--- config.mk ---
export PLATFORM = sky130hd
export DESIGN_NAME = ni_packetizer
export DESIGN_NICKNAME = d
export VERILOG_FILES = /design/src/rtl/noc_pkg.sv /design/src/rtl/flit_out_reg.sv /design/src/rtl/ni_packetizer.sv
export SDC_FILE = /design/constraint.sdc
export NUM_CORES = 1
export LEC_CHECK = 0
export ABC_AREA = 1
export CORE_MARGIN = 4
export CORE_UTILIZATION = 45
export DETAILED_ROUTE_END_ITERATION = 10
export PLACE_DENSITY = 0.77
export SLEW_MARGIN = 20
export SYNTH_ARGS = -nofsm -noshare
export SYNTH_HDL_FRONTEND = slang
export SYNTH_SLANG_ARGS = --single-unit
--- constraint.sdc ---
create_clock -name clk -period 3.5 [get_ports clk]
set_clock_uncertainty 0.05 [all_clocks]
set_input_delay 1.05 -clock clk [delete_from_list [all_inputs] [get_ports clk]]
set_output_delay 1.05 -clock clk [all_outputs]
set_load 0.02 [all_outputs]
--- src/rtl/noc_pkg.sv ---
// Shared NoC link types: router address, flit format and packet header layout.
package noc_pkg;

  localparam int ADDR_W    = 4;
  localparam int HDR_LEN_W = 8;
  localparam int PAYLOAD_W = 32;

  typedef struct packed {
    logic [ADDR_W-1:0] x;
    logic [ADDR_W-1:0] y;
  } addr_t;

  typedef enum logic [1:0] {
    HEADER = 2'd0,
    BODY   = 2'd1,
    TAIL   = 2'd2
  } flit_type_t;

  typedef struct packed {
    flit_type_t             flit_type;
    logic [PAYLOAD_W-1:0]   payload;
  } flit_t;

  typedef struct packed {
    addr_t                  dst_addr;
    addr_t                  src_addr;
    logic [HDR_LEN_W-1:0]   len;
  } control_hdr_t;

  localparam int FLIT_W = $bits(flit_t);

  function automatic flit_t make_flit(flit_type_t t, logic [PAYLOAD_W-1:0] p);
    flit_t f;
    f.flit_type = t;
    f.payload   = p;
    return f;
  endfunction

endpackage

--- src/rtl/flit_out_reg.sv ---
// Single-slot link output register: holds the flit until acked, reloadable in the
// same cycle the current flit transfers.
module flit_out_reg #(
  parameter int W = 34
) (
  input  logic         clk,
  input  logic         rst,
  input  logic         load,
  input  logic [W-1:0] load_flit,
  input  logic         ack,
  output logic [W-1:0] flit,
  output logic         enable,
  output logic         free
);

  // free may follow ack combinationally; flit/enable stay purely registered
  assign free = !enable || ack;

  always_ff @(posedge clk or negedge rst) begin
    if (!rst) begin
      flit   <= '0;
      enable <= 1'b0;
    end else if (free) begin
      enable <= load;
      if (load) flit <= load_flit;
    end
  end

endmodule

--- src/rtl/ni_packetizer.sv ---
// NI injection stage: turns a (dst, len) descriptor plus payload words into a
// HEADER / BODY* / TAIL wormhole packet on an enable/ack router link.
//
// state  | meaning
// S_IDLE | waiting for a descriptor; header loaded on handshake
// S_HEAD | zero-length message, tail with empty payload still to be sent
// S_BODY | forwarding payload words, last word goes out as TAIL
module ni_packetizer
  import noc_pkg::*;
#(
  parameter int X     = 1,
  parameter int Y     = 1,
  parameter int LEN_W = 8,
  parameter int CNT_W = 16
) (
  input  logic                 clk,
  input  logic                 rst,
  input  logic                 req_valid,
  output logic                 req_ready,
  input  addr_t                req_dst,
  input  logic [LEN_W-1:0]     req_len,
  input  logic                 data_valid,
  output logic                 data_ready,
  input  logic [PAYLOAD_W-1:0] data,
  output flit_t                up_flit,
  output logic                 up_enable,
  input  logic                 up_ack,
  output logic                 busy,
  output logic [CNT_W-1:0]     pkt_cnt
);

  typedef enum logic [1:0] {S_IDLE, S_HEAD, S_BODY} state_t;

  state_t           state;
  logic [LEN_W-1:0] rem;
  logic             run;
  logic             slot_free;
  logic             load;
  flit_t            load_flit;
  control_hdr_t     hdr;
  flit_type_t       word_type;
  logic             req_hs;
  logic             data_hs;

  // run keeps req_ready low while reset is held and for the release cycle
  assign req_ready  = run && (state == S_IDLE) && slot_free;
  assign data_ready = (state == S_BODY) && slot_free && (rem != '0);
  assign req_hs     = req_valid && req_ready;
  assign data_hs    = data_valid && data_ready;
  assign busy       = (state != S_IDLE) || up_enable;

  always_comb begin
    hdr.dst_addr   = req_dst;
    hdr.src_addr.x = ADDR_W'(X);
    hdr.src_addr.y = ADDR_W'(Y);
    hdr.len        = HDR_LEN_W'(req_len);
    word_type      = (rem == LEN_W'(1)) ? TAIL : BODY;
    load           = 1'b0;
    load_flit      = '0;
    unique case (state)
      S_IDLE: if (req_hs) begin
        load      = 1'b1;
        load_flit = make_flit(HEADER, PAYLOAD_W'(hdr));
      end
      S_HEAD: if (slot_free) begin
        load      = 1'b1;
        load_flit = make_flit(TAIL, '0);
      end
      S_BODY: if (data_hs) begin
        load      = 1'b1;
        load_flit = make_flit(word_type, data);
      end
      default: ;
    endcase
  end

  always_ff @(posedge clk or negedge rst) begin
    if (!rst) begin
      state <= S_IDLE;
      rem   <= '0;
      run   <= 1'b0;
    end else begin
      run <= 1'b1;
      unique case (state)
        S_IDLE: if (req_hs) begin
          rem   <= req_len;
          state <= (req_len == '0) ? S_HEAD : S_BODY;
        end
        S_HEAD: if (slot_free) state <= S_IDLE;
        S_BODY: if (data_hs) begin
          rem <= rem - LEN_W'(1);
          if (rem == LEN_W'(1)) state <= S_IDLE;
        end
        default: state <= S_IDLE;
      endcase
    end
  end

  always_ff @(posedge clk or negedge rst) begin
    if (!rst) pkt_cnt <= '0;
    else if (up_enable && up_ack && up_flit.flit_type == TAIL) pkt_cnt <= pkt_cnt + CNT_W'(1);
  end

  flit_out_reg #(.W(FLIT_W)) u_out (
    .clk       (clk),
    .rst       (rst),
    .load      (load),
    .load_flit (load_flit),
    .ack       (up_ack),
    .flit      (up_flit),
    .enable    (up_enable),
    .free      (slot_free)
  );

endmodule

==> results of run 1 <==
[kinds of logic (layout without fill, tap and decap cells)]
logic type,count (synthesis),after routing,synth area share (%)
adders and majority gates,3,3,1.15
xor gates and xnor gates,11,11,2.95
DFF,62,62,47.5
buffers and inverters,84,198,10.9
other,1,1,0.115
AOI/OAI and AO/OA,41,41,6.59
and+or+nand+nor,232,232,30.7
[Yosys cell counts, drive strengths merged]
library cell and number:
or2 3, a21boi 1, xnor2 3, nand3b 1
clkinv 1, nor3 7, dfrtp 62, o21bai 1
a21oi 1, clkbuf 3, a31oi 1, inv 70
nand4 8, nand3 29, ha 3, conb 1
o22ai 1, nor2 33, o21ai 35, buf 10
nand2 151, xor2 8, o21a 1
[layout make-up]
| class | count | share of cell area [%] |
|---|---|---|
| tap | 96 | 2.60 |
| clock buffer | 12 | 3.58 |
| timing repair buffer | 114 | 24.3 |
| inverter | 71 | 5.83 |
| sequential | 62 | 33.6 |
| multi-input combinational | 288 | 29.4 |
| clock inverter | 1 | 0.651 |
[metrics by stage]
step           instance area (µm²)  std cells  hold slack [ps]  setup slack (ps)
2_1_floorplan                 3260        434              432               598
3_3_place_gp                  4430        631              404              -240
3_5_place_dp                  4430        631              408              -244
4_1_cts                       4620        644              424              19.1
5_1_grt                       4620        644              451              20.2
6_report                      4620        644              420              84.5
[flip-flops by register name, summed over array words and instances (netlist names)]
name,cells
rem,8
run,1
u_out.flit,34
u_out.enable,1
pkt_cnt,16
state,2
[per-layer routing]
| metal | global-route usage, % | wire [µm] |
|---|---|---|
| met1 | 23.7 | 3450 |
| met2 | 33.2 | 3960 |
| met3 | 5.39 | 482 |
| met4 | 6.72 | 178 |
| met5 | 0 | 0 |
[worst paths after layout]
check                                           startpoint                    endpoint  slack, ps  cells after the start
worst max-delay path                                up_ack                   req_ready         80                      7
worst min-delay path            u_out.flit[22]$_DFFE_PN0P_  u_out.flit[22]$_DFFE_PN0P_        420                      2
worst max register to register        state[0]$_DFFE_PN0P_          rem[3]$_DFFE_PN0P_       1570                      9
worst min register to register  u_out.flit[22]$_DFFE_PN0P_  u_out.flit[22]$_DFFE_PN0P_        420                      2
max in group asynchronous                              rst      pkt_cnt[5]$_DFFE_PN0P_       2050                      2
min in group asynchronous                              rst  u_out.flit[23]$_DFFE_PN0P_        720                      1
[power by group through the flow]
stage / Sequential [mW] / Clock [mW] / Combinational (mW)
floorplan: 1.40 / 0 / 0.733
detailed placement: 1.17 / 0 / 1.67
CTS: 1.16 / 0.646 / 1.67
global route: 1.20 / 0.681 / 1.82
finish: 1.17 / 0.630 / 1.65
global placement: 1.16 / 0 / 1.64
[critical path, delay by kind of cell]
family / cells / cell delay (ps)
buffers and inverters: 5 / 1090
and+or+nand+nor: 2 / 180
[what timing repair did]
action | 4_1_cts | 5_1_grt
gates resized for setup | 2 | 3
setup endpoints to repair | 2 | 2
pin swaps | 0 | 0
==> metrics.cfg, run 1 <==
[synthesis]
yosysTopAreaCell=dfrtp_1
synth_top_area_share_pct=47.5
yosysSeqAreaShare_pct=47.5
ys_seq_elements=62
syn-num-nets=490
synth_area_mm2=0.00326
avgSynthCellArea_um2=7.52
synth_warnings=0
synthCells=434
ys_top_cells_by_area=dfrtp_1 48%, nand2_1 16%, inv_1 7.5%
synth.distinct_cells=34

[timing]
setup_viol=0
min_period_ps=3420
fin_crit_sh_pct=97.6
slew_viol_final=0
grt_setup_unrepaired=no
setup_tns_ps=0
worst_pin_slew_ps=718
relSlewSlack_pct=52.1
hold_viol_final=0
clock.fmax_ghz=0.293

[status]
status=finished, final reports clean

[floorplanning]
io_pins=107
num_rows=30
die_w_um=93.2
fp.dieArea_mm2=0.00868
core_area_mm2=0.00691
die-height_um=93.2
start_util_pct=47.3

[worst_setup_path]
worstPathMaxFanout=3
slowest_delay_ps=510
crit_type=in -> out
critPathSlowestCell=clkdlybuf4s50_1
cp.arrival_ps=2320
path_cells=clkdlybuf4s50_1 > inv_1 > nand2_2 > inv_2 > buf_4 > nor2_1 > clkdlybuf4s15_1
start_kind=primary input
end_kind=primary output
crit_required_ps=2400

[layout]
diodes=0
layout-drive-gt1-share_pct=8.39
mostFrequentLayoutCell=nand2_1
fillers=611
multiInputGateArea_mm2=0.00136
finalNetCount=602
utilization_pct=66.8
areaGrowthSynthToFinish_pct=41.4
layout_common_cells=143 x nand2_1, 103 x clkdlybuf4s50_1, 65 x inv_1
register_area_mm2=0.00155

[clocking]
holdBufCountCts=0
cts_tree=done
cts-root-buf=clkbuf_8
clkLatencyLatePin_ps=330
clk_pin_slew_ps=60
clockBufferDepth=2
cts_buffers=9
postCtsSetupBuffers=0
numClockSinks=62
htree_num_levels=3

[detailed_routing]
ant_nets=0
dr.first_iter.drc_count=136
drt_first_pass_iters=4
vias=3043
totalWireLength_mm=8.07
wl_per_cell_um=12.5
viasPerCell=4.73
drc=0

[power_and_ir_drop]
power.share.sequential_pct=33.8
power_mw=3.45
p_switching_mw=1.39
p_sw_share_pct=40.4
power_density_mw_per_mm2=747
combPwrFrac_pct=47.9
p_leak_nw=2.27
p_int_mw=2.06
ir_drop_uv=435
p_clk_share_pct=18.3

[grt]
first_global_vias=3030
overflow=0
antenna_found_initial=0
grt_pass1_wl_mm=13.6
grt_use_total_pct=19.5
grt_max_degree=35

[placement]
dp_hpwl_mm=6.26
port_buffers=106
gp_congestion=0.890

[hold_path]
hp-class=reg -> reg

[job]
maxCapViolCount=0

Note: power is estimated with default switching activity, not from simulation.
==> run 2, diff against run 1 <==
--- a/config.mk
+++ b/config.mk
@@ -6,6 +6,7 @@
 export NUM_CORES = 1
 export LEC_CHECK = 0
 export ABC_AREA = 1
+export CAP_MARGIN = 0
 export CORE_MARGIN = 4
 export CORE_UTILIZATION = 45
 export DETAILED_ROUTE_END_ITERATION = 10
==> results of run 2 <==
Same layout as run 1: the final DEF is identical, and so are final timing and power.
==> run 3, diff against run 2 <==
--- a/config.mk
+++ b/config.mk
@@ -11,6 +11,7 @@
 export CORE_UTILIZATION = 45
 export DETAILED_ROUTE_END_ITERATION = 10
 export PLACE_DENSITY = 0.77
+export RECOVER_POWER = 100
 export SLEW_MARGIN = 20
 export SYNTH_ARGS = -nofsm -noshare
 export SYNTH_HDL_FRONTEND = slang
==> run 3 against run 2 <==
Net effect: the flow now finishes with violations (max-capacitance violations, max-slew violations); sequential cell count unchanged; combinational power decreased by 6%; clock power about the same; worst hold slack got worse by 6.0 ps; fmax decreased by 0.38%; setup slack got worse by 13 ps; final area decreased by 1.1%; global-route usage unchanged; total power decreased by 3.3%; non-clock buffer count unchanged.
==> metrics.cfg, run 3 (synthesis gave the netlist of run 1 again) <==
[layout]
fillers=625
finalNetCount=602
largest_reg_flops=34
final_area_mm2=0.00457
diodes=0
layout-drive-gt1-share_pct=6.20
layout_common_cells=146 x nand2_1, 66 x inv_1, 62 x dfrtp_1
areaGrowthSynthToFinish_pct=39.9
top_regs=u_out.flit: 34 flops, pkt_cnt: 16 flops, rem: 8 flops
top_register=u_out.flit
utilization_pct=66.1
mostFrequentLayoutCell=nand2_1
finalNonFillerCells=644

[power_and_ir_drop]
p_leak_nw=2.34
power_density_mw_per_mm2=731
ir_drop_uv=417

[placement]
gp_congestion=0.890
dpl_cell_area_mm2=0.00443
dp_hpwl_mm=6.26
port_buffers=106
dp_slack_ps=-244
place_inst=631

[clocking]
numClockSinks=62
cts_tree=done
holdBufCountCts=0
cts_buffers=9
clk_pin_slew_ps=70
clkLatencyLatePin_ps=330
cts-root-buf=clkbuf_8
htree_num_levels=3
clockBufferDepth=2

[grt]
antenna_found_initial=0
first_global_vias=3030
overflow=0
grt_use_total_pct=19.5
grt_max_degree=35
grt_pass1_wl_mm=13.6

[worst_setup_path]
start_kind=primary input
path_cells=clkdlybuf4s50_1 > inv_1 > nand2_2 > inv_1 > buf_4 > nor2_1 > clkdlybuf4s15_1
crit_type=in -> out
r2r_slack_ps=1270
slowest_delay_ps=510
r2r-start=rem[0]$_DFFE_PN0P_
crit_buf_inv=5
worstPathMaxFanout=3
crit_family=buffers and inverters
crit_required_ps=2400
cp.arrival_ps=2330
end_kind=primary output
reg2reg_to=u_out.flit[4]$_DFFE_PN0P_
critPathSlowestCell=clkdlybuf4s50_1
cpMostUsedCell=inv_1
r2r_cells=10

[status]
violations=max-capacitance violations, max-slew violations
status=finished, violations left

[timing]
slew_viol_final=31
grt_setup_unrepaired=no
clock.fmax_ghz=0.292
setup_viol=0
fin_ws_ps=71.6
min_period_ps=3430
fin_crit_sh_pct=98.0
hold_viol_final=0
relSlewSlack_pct=-9.00
worst_pin_slew_ps=1640
setup_tns_ps=0

[floorplanning]
num_rows=30
core_area_mm2=0.00691
io_pins=107
fp.dieArea_mm2=0.00868
die_w_um=93.2
start_util_pct=47.3
die-height_um=93.2

[detailed_routing]
drt_first_pass_iters=4
wl_per_cell_um=12.5
drc=0
vias=3055
totalWireLength_mm=8.08
viasPerCell=4.74
dr.first_iter.drc_count=121
ant_nets=0

[hold_path]
min-delay-start=u_out.flit[13]$_DFFE_PN0P_
min_to=u_out.flit[13]$_DFFE_PN0P_
hold_depth=2
hp-class=reg -> reg

[job]
maxCapViolCount=1

run 3: where the power goes:
part           switching, mW  internal, mW
clock                  0.255         0.376
combinational          0.940         0.612
sequential             0.178         0.976
run 3: area by class of cell:
cell class              instances  area (µm²)  area share (%)
clock buffers                  12         165            3.62
clock inverters                 1        30.0           0.658
inverters                      71         267            5.84
multi-input cells             288        1330            29.2
flip-flops and latches         62        1550            34.0
well taps                      96         120            2.63
repair buffers                114        1100            24.1
run 3: metrics by stage:
stage | hold slack, ps | total power [mW]
2_1_floorplan | 432 | 2.13
3_3_place_gp | 404 | 2.80
3_5_place_dp | 408 | 2.85
4_1_cts | 424 | 3.49
5_1_grt | 446 | 3.59
6_report | 414 | 3.34
run 3: tightest hold or removal path: stages (launching register included):
cell     delay [ps]
dfrtp_1         340
nand2_1          50
nand2_1          50
run 3: routing by layer:
metal	global-route usage, %	vias to the layer above	wire, µm
met3	5.39	18	520
met1	23.7	1391	3450
met5	0	-	0
met2	33.2	91	3940
met4	6.72	0	174
li1	-	1555	-
run 3: what timing repair did:
action                                  CTS  global route
pin swaps                                 0             0
buffers inserted                          0             0
gates resized for setup                   2             3
endpoints found under the setup margin    2             2
run 3: how the worst max path moves through the flow:
stage	startpoint	end	depth (start not counted)
6_report	up_ack	req_ready	7
5_1_grt	up_ack	req_ready	7
4_1_cts	up_ack	data_ready	7
3_5_place_dp	up_ack	data_ready	7
3_3_place_gp	up_ack	data_ready	7
2_1_floorplan	up_ack	data_ready	6
